[src/rtl/plab5_mcore_net_msg_to_mem_req_q_pkg.sv]
// Shared field widths and type codes for the bank-side network-to-memory-request adapter.
package plab5_mcore_net_msg_to_mem_req_q_pkg;

   localparam logic [2:0] MEM_REQ_TYPE_READ  = 3'd0;
   localparam logic [2:0] MEM_REQ_TYPE_WRITE = 3'd1;

   function automatic int unsigned mem_len_nbits(input int unsigned md);
      return $clog2(md / 8);
   endfunction

   // Memory request minus its data field; also the payload width less the domain bit.
   function automatic int unsigned mem_req_ctrl_nbits(input int unsigned mo, input int unsigned ma,
                                                      input int unsigned md);
      return 3 + mo + ma + mem_len_nbits(md);
   endfunction

endpackage

[src/rtl/plab5_mcore_net_msg_to_mem_req_q_unpack.sv]
// Combinational splitter: pulls dest/src/req_domain out of a network control word and
// repacks payload + data into a memory request whose opaque top bits carry the source core.
module plab5_mcore_NetMsgUnpack
   import plab5_mcore_net_msg_to_mem_req_q_pkg::*;
#(
   parameter int unsigned p_mem_opaque_nbits  = 8,
   parameter int unsigned p_mem_addr_nbits    = 32,
   parameter int unsigned p_mem_data_nbits    = 32,
   parameter int unsigned p_net_opaque_nbits  = 4,
   parameter int unsigned p_net_srcdest_nbits = 3,
   localparam int unsigned MO  = p_mem_opaque_nbits,
   localparam int unsigned NS  = p_net_srcdest_nbits,
   localparam int unsigned NPC = mem_req_ctrl_nbits(p_mem_opaque_nbits, p_mem_addr_nbits, p_mem_data_nbits),
   localparam int unsigned REQ = NPC + p_mem_data_nbits,
   localparam int unsigned CNB = NPC + 1 + p_net_opaque_nbits + 2 * p_net_srcdest_nbits,
   localparam int unsigned ALN = p_mem_addr_nbits + mem_len_nbits(p_mem_data_nbits)
)(
   input  logic [CNB-1:0]              msg_control,
   input  logic [p_mem_data_nbits-1:0] msg_data,
   output logic [NS-1:0]               dest,
   output logic [NS-1:0]               src,
   output logic                        req_domain,
   output logic [REQ-1:0]              req
);

   logic [2:0]    req_type;
   logic [MO-1:0] pay_opaque;
   logic          unused_bits;

   assign dest       = msg_control[CNB-1 -: NS];
   assign src        = msg_control[CNB-NS-1 -: NS];
   assign req_domain = msg_control[NPC];
   assign req_type   = msg_control[NPC-1 -: 3];
   assign pay_opaque = msg_control[NPC-4 -: MO];

   // Source id overwrites the top opaque bits so the response can be routed back to the core.
   assign req = {req_type, src, pay_opaque[MO-NS-1:0], msg_control[ALN-1:0], msg_data};

   assign unused_bits = ^{msg_control[CNB-2*NS-1 : NPC+1], pay_opaque[MO-1 -: NS]};

endmodule

[src/rtl/plab5_mcore_net_msg_to_mem_req_q.sv]
// Terminates memory-request network messages at one bank: drops misrouted messages (counted),
// repacks the rest and buffers them in a 2-entry queue; 1-cycle latency, no bypass.
module plab5_mcore_net_msg_to_mem_req_q
   import plab5_mcore_net_msg_to_mem_req_q_pkg::*;
#(
   parameter int unsigned p_bank_id           = 0,
   parameter int unsigned p_mem_opaque_nbits  = 8,
   parameter int unsigned p_mem_addr_nbits    = 32,
   parameter int unsigned p_mem_data_nbits    = 32,
   parameter int unsigned p_net_opaque_nbits  = 4,
   parameter int unsigned p_net_srcdest_nbits = 3,
   localparam int unsigned NS  = p_net_srcdest_nbits,
   localparam int unsigned NPC = mem_req_ctrl_nbits(p_mem_opaque_nbits, p_mem_addr_nbits, p_mem_data_nbits),
   localparam int unsigned REQ = NPC + p_mem_data_nbits,
   localparam int unsigned CNB = NPC + 1 + p_net_opaque_nbits + 2 * p_net_srcdest_nbits
)(
   input  logic                        clk,
   input  logic                        reset,
   input  logic                        domain,
   input  logic                        in_val,
   output logic                        in_rdy,
   input  logic [CNB-1:0]              in_msg_control,
   input  logic [p_mem_data_nbits-1:0] in_msg_data,
   output logic                        out_val,
   input  logic                        out_rdy,
   output logic [REQ-1:0]              out_msg,
   output logic                        out_req_domain,
   output logic [7:0]                  drop_count
);

   logic [NS-1:0]  dest;
   logic [NS-1:0]  unused_src;
   logic           req_domain;
   logic [REQ-1:0] req;
   logic           unused_domain;

   plab5_mcore_NetMsgUnpack #(
      .p_mem_opaque_nbits  (p_mem_opaque_nbits),
      .p_mem_addr_nbits    (p_mem_addr_nbits),
      .p_mem_data_nbits    (p_mem_data_nbits),
      .p_net_opaque_nbits  (p_net_opaque_nbits),
      .p_net_srcdest_nbits (p_net_srcdest_nbits)
   ) u_unpack (
      .msg_control (in_msg_control),
      .msg_data    (in_msg_data),
      .dest        (dest),
      .src         (unused_src),
      .req_domain  (req_domain),
      .req         (req)
   );

   assign unused_domain = domain;

   // Storage: data entries are Domain-domain, pointers/count are Control-domain.
   logic [REQ-1:0] entry_msg_q [2];
   logic           entry_dom_q [2];
   logic [1:0]     count_q, count_d;
   logic           enq_ptr_q, enq_ptr_d;
   logic           deq_ptr_q, deq_ptr_d;
   logic [7:0]     drop_count_q, drop_count_d;
   logic           accept, enq, drop, deq;

   assign in_rdy         = (count_q != 2'd2) || out_rdy;
   assign out_val        = (count_q != 2'd0);
   assign out_msg        = entry_msg_q[deq_ptr_q];
   assign out_req_domain = entry_dom_q[deq_ptr_q];
   assign drop_count     = drop_count_q;

   always_comb begin
      accept       = in_val && in_rdy;
      enq          = accept && (dest == NS'(p_bank_id));
      drop         = accept && (dest != NS'(p_bank_id));
      deq          = out_val && out_rdy;
      count_d      = count_q;
      enq_ptr_d    = enq_ptr_q ^ enq;
      deq_ptr_d    = deq_ptr_q ^ deq;
      drop_count_d = drop_count_q;
      case ({enq, deq})
         2'b10:   count_d = count_q + 2'd1;
         2'b01:   count_d = count_q - 2'd1;
         default: count_d = count_q;
      endcase
      if (drop && (drop_count_q != 8'hFF))
         drop_count_d = drop_count_q + 8'd1;
   end

   always_ff @(posedge clk) begin
      if (reset) begin
         count_q      <= 2'd0;
         enq_ptr_q    <= 1'b0;
         deq_ptr_q    <= 1'b0;
         drop_count_q <= 8'd0;
      end else begin
         count_q      <= count_d;
         enq_ptr_q    <= enq_ptr_d;
         deq_ptr_q    <= deq_ptr_d;
         drop_count_q <= drop_count_d;
      end
   end

   always_ff @(posedge clk) begin
      if (enq) begin
         entry_msg_q[enq_ptr_q] <= req;
         entry_dom_q[enq_ptr_q] <= req_domain;
      end
   end

endmodule

[config.mk]
export PLATFORM = sky130hd
export DESIGN_NAME = plab5_mcore_net_msg_to_mem_req_q
export DESIGN_NICKNAME = d
export VERILOG_FILES = /design/src/rtl/plab5_mcore_net_msg_to_mem_req_q_pkg.sv /design/src/rtl/plab5_mcore_net_msg_to_mem_req_q_unpack.sv /design/src/rtl/plab5_mcore_net_msg_to_mem_req_q.sv
export SDC_FILE = /design/constraint.sdc
export NUM_CORES = 1
export LEC_CHECK = 0
export ABC_AREA = 1
export CORE_MARGIN = 3
export CORE_UTILIZATION = 44
export DETAILED_ROUTE_END_ITERATION = 12
export PLACE_DENSITY = 0.76
export SKIP_LAST_GASP = 1
export SLEW_MARGIN = 30
export SYNTH_ARGS = -nofsm -noshare
export SYNTH_HDL_FRONTEND = slang
export SYNTH_HIERARCHICAL = 1
export SYNTH_SLANG_ARGS = --single-unit
[constraint.sdc]
create_clock -name clk -period 3.18 [get_ports clk]
set_input_delay 0.636 -clock clk [delete_from_list [all_inputs] [get_ports clk]]
set_output_delay 0.636 -clock clk [all_outputs]
set_load 0.05 [all_outputs]
== Word level (Yosys, flattened, before mapping) ==
Memory sizes are Yosys's and may differ from the RTL's. A register that Yosys moved wholly into a read port is not among the register bits.
Index checks and enable logic that the tools add are counted.

* Flip-flop bits (word level): 12
* Latch bits: 0
* RAM bits: 156
* Bits in read-only memories: 0
* Input bits: 93
* Output and inout bits: 88
* Word-level logic and storage cells: 30
* Memories: 2

{| class="wikitable"
|+ Memories
! name !! words !! bits a word !! read ports !! clocked after Yosys merged registers in !! wr ports !! RTL line !! text
|-
| entry_msg_q || 2 || 77 || 1 || 1 || 1 || plab5_mcore_net_msg_to_mem_req_q.sv:55 || <nowiki>logic [REQ-1:0] entry_msg_q [2];</nowiki>
|-
| entry_dom_q || 2 || 1 || 1 || 1 || 1 || plab5_mcore_net_msg_to_mem_req_q.sv:56 || <nowiki>logic entry_dom_q [2];</nowiki>
|}

* Add/sub/neg operators: 3
* $mul: 0
* Div/mod/pow operators: 0
* Order comparisons: 0
* Eq/ne operators: 4
* Shift-type cells: 0
* Mux-type cells: 5
* Bitwise operators: 2
* Reduce and logical (&&, ||, !) cells: 10

{| class="wikitable"
|+ Operators by type and width
! operator !! number
|-
| $add A8 B1 Y8 const B || 1
|-
| $ne A8 B8 Y1 const B || 1
|-
| $logic_and A1 B1 Y1 || 5
|-
| $mux W1 || 4
|-
| $pmux W2 S2 || 1
|-
| $reduce_bool A2 Y1 || 2
|-
| $logic_not A3 Y1 || 1
|-
| $reduce_bool A3 Y1 || 1
|-
| $add A2 B1 Y2 const B || 1
|-
| $eq A2 B1 Y1 const B || 1
|-
| $eq A2 B2 Y1 const B || 1
|-
| $ne A2 B2 Y1 const B || 1
|-
| $sub A2 B1 Y2 const B || 1
|-
| $xor A1 B1 Y1 || 2
|-
| $logic_or A1 B1 Y1 || 1
|}

== Depth between registers and ports, before layout ==
* Depth after elaboration: 6
* Mapped depth: 10
* Depth with buffers taken out: 10

== Modules after synthesis ==
Netlist, hierarchy kept.

{| class="wikitable"
|+ By module, submodules not included
! module !! times used !! cells each !! area an instance (um2) !! sequential area each (um2)
|-
| plab5_mcore_net_msg_to_mem_req_q || 1 || 519 || 6,379.9 || 4,924.7
|-
| plab5_mcore_NetMsgUnpack || 1 || 84 || 630.6 || 0.0
|}

== Worst setup path before layout ==
OpenSTA, ideal clock, no wires.

* Path type: input port to flip-flop
* Start: input out_rdy
* End: memory entry_dom_q[1] (enable)
* Library setup time: 445 ps
* Data arrival time: 3,033 ps
* Required time: 2,735 ps
* Path slack: -298 ps
* Stages on the path: 5
* Path buffers: 0
* Path through: inv_1 > nand3_4 > nand2_4 > nor2_1 > ha_1

* Longest elaborated chain between the ends: 5

{| class="wikitable"
|+ Ends and longest elaborated chain
! item !! RTL line !! text
|-
| start, declared || plab5_mcore_net_msg_to_mem_req_q.sv:25 || <nowiki>input logic out_rdy,</nowiki>
|-
| $logic_or A1 B1 Y1 || plab5_mcore_net_msg_to_mem_req_q.sv:63 || <nowiki>assign in_rdy = (count_q != 2'd2) || out_rdy;</nowiki>
|-
| named net in_rdy || plab5_mcore_net_msg_to_mem_req_q.sv:21 || <nowiki>output logic in_rdy,</nowiki>
|-
| $logic_and A1 B1 Y1 || plab5_mcore_net_msg_to_mem_req_q.sv:70 || <nowiki>accept = in_val && in_rdy;</nowiki>
|-
| $logic_and A1 B1 Y1 || plab5_mcore_net_msg_to_mem_req_q.sv:71 || <nowiki>enq = accept && (dest == NS'(p_bank_id));</nowiki>
|-
| $mux W1 || plab5_mcore_net_msg_to_mem_req_q.sv:102 || <nowiki>if (enq) begin</nowiki>
|-
| $mux W1 (not written as such) || plab5_mcore_net_msg_to_mem_req_q.sv:104 || <nowiki>entry_dom_q[enq_ptr_q] <= req_domain;</nowiki>
|-
| end, declared || plab5_mcore_net_msg_to_mem_req_q.sv:56 ||
|}

The timed path passes the listed nets, and every way through them passes these cells.

== Worst setup path after layout ==
* Start: input out_rdy
* End: output in_rdy

* Longest elaborated chain between the ends: 1

{| class="wikitable"
|+ Ends and longest elaborated chain
! item !! RTL line
|-
| $logic_or A1 B1 Y1 || plab5_mcore_net_msg_to_mem_req_q.sv:63
|-
| end, declared || plab5_mcore_net_msg_to_mem_req_q.sv:21
|}

No other way between the ends.

==> results.md <==
- Layout cells sized above 1: 0.173
- Sw Share: 0.249
- Tightest Pin Transition: 0.836 ns
- Maximum fanout along the worst path: 3
- HPWL after detailed placement: 9.59 mm
- Number of max-cap violations: 0
- Die area: 0.0174 mm^2
- HP Class: reg2reg
- CP Launch Type: input pin
- IO Count: 181
- 1st-iter DRT viols: 253
- Worst setup EP type: output pin
- WS Path Type: in2out
- Area of the mapped netlist: 0.00699 mm^2
- Clock-pin transition on the worst setup and hold timing paths: 0.06 ns
- Post-CTS Setup Bufs: 0
- P&R area growth vs syn: 39.8%
- CP required: 2.54 ns
- Pwr per Cell Area: 561 mW/mm^2
- Slew Viols, Final: 0
- Non-filler cells, final: 923
- Vias/cell: 4.69
- Synthesized instance count: 600
- Cells resized by post-CTS repair: 0
- Row Count: 45
- First-pass GRT wire length: 22.9 mm
- Final Setup Violations: 0
- Num CTS Buffers: 17
- Diode count: 0
- Chip height: 132 um
- Core Box Area: 0.0154 mm^2
- Clk_skew: 0.00726 ns
- Die X: 132 um
- Clk pwr share: 0.370
- Net count reported at finish: 796
- Antenna violations before repair: 2
- Largest net degree at the start of global routing: 79
- Dpl cell area: 0.00918 mm^2
- Cts hold-fix bufs: 0
- Net Count, Synth: 697
- Starting density of the core: 0.455
- Combinational group share of total power: 0.179
- RSZ-0062 raised after global routing: false
- Port bufs: 172
- Root buf cell: clkbuf_16
- Fin crit period: 2.71 ns
- Internal power consumption: 4.12 mW
- CTS tree: yes
- Worst Path Arrival: 2.07 ns
- Vias in the first global route: 4412
- Final hold violations: 0
- Crit share post-route: 0.852
- Gpl congestion: 0.765
- Sequential Power Share: 0.451
- VDD IR max: 0.000334 V
- Drt wl/cell: 15.2 um
- Total Routing Usage GR: 0.167
- Yosys warnings: 6
- CTS Sinks: 168
- Worst skew pair latency: 0.41 ns
- Status: completed
- Placed cells: 891
- Total wire length: 14.0 mm
- Fmax: 369 MHz
- Net Sw Power: 1.37 mW
- Final worst setup slack: 0.469 ns
- Post-route ant nets: 0
- CTS max path bufs: 2
- Remaining Overflow, GRT: 0
- Residual DRC: 0
- Post-layout util: 0.636
- H-tree depth: 4
- Slew HR: 0.442
- Via count: 4330
- Pre-CTS setup slack: 0.445 ns
- Leak Pwr: 3.84 nW
- DRT Pass-1 Iters: 4
- Design Area, Final: 0.00977 mm^2
- Post-synthesis area per instance: 11.6 um^2
-- final timing paths --
kind / startpoint / endpoint / depth (start not counted) / slack (ns)
hold / removal: count_q[1]$_SDFFE_PP0P_ / count_q[1]$_SDFFE_PP0P_ / 2 / 0.53
setup / recovery: out_rdy / in_rdy / 4 / 0.47
hold reg to reg: count_q[1]$_SDFFE_PP0P_ / count_q[1]$_SDFFE_PP0P_ / 2 / 0.53
setup reg to reg: count_q[0]$_SDFFE_PP0P_ / entry_msg_q[0][59]$_DFFE_PP_ / 6 / 1.24
-- area by class of cell --
class,instances,area [um^2]
clock buffers,19,433
fillers,1147,5600
repair buffers,178,2580
flip-flops and latches,168,4930
clock inverters,13,154
inverters,17,65.1
multi-input cells,317,1340
well taps,211,264
-- metal layers --
metal	wire (um)	GRT usage	up-vias	part of all wire
met1	5410	0.191	2068	0.38
met4	261	0.0595	4	0.019
met5	27	0	-	0.0019
met2	7520	0.293	144	0.54
met3	829	0.0553	22	0.059
li1	-	-	2092	-
-- cell usage in the layout (no fill, tap or decap), drive strengths merged --
| cell type | count |
|---|---|
| inv | 16 |
| clkdlybuf4s50 | 94 |
| xor2 | 1 |
| ha | 4 |
| a21oi | 4 |
| o21ai | 6 |
| edfxtp | 156 |
| bufinv | 3 |
| clkinv | 8 |
| clkbuf | 19 |
| buf | 84 |
| clkinvlp | 3 |
| nor2 | 28 |
| nand2 | 261 |
| nand3 | 7 |
| nand4 | 2 |
| dfxtp | 12 |
| nand3b | 4 |
-- worst max-delay path, cell delays in order --
cell and delay, ns:
clkdlybuf4s50_1 0.47, inv_1 0.07, nand3_4 0.09, clkdlybuf4s50_1 0.81
-- state kept, by name (all words and copies together), names as in the netlist --
signal / count
count_q: 2
deq_ptr_q: 1
drop_count: 8
enq_ptr_q: 1
entry_dom_q: 2
entry_msg_q: 154
-- power by group through the flow --
stage               clock network (mW)  logic (mW)  registers (mW)
global route                      2.17        1.03            2.48
finish                            2.03       0.982            2.47
CTS                               2.08       0.994            2.47
floorplan                            0       0.505            2.54
detailed placement                   0       0.989            2.52
global placement                     0       0.973            2.52
-- per-stage QoR --
step	setup TNS [ns]	total power, mW	hold WS [ns]
final	0	5.49	0.528
after global routing	0	5.68	0.560
after CTS	0	5.54	0.533
after detailed placement	0	3.51	0.527
after global placement	0	3.49	0.518
after floorplan	-46.45	3.05	0.494
Note: power is estimated with default switching activity, not from simulation.
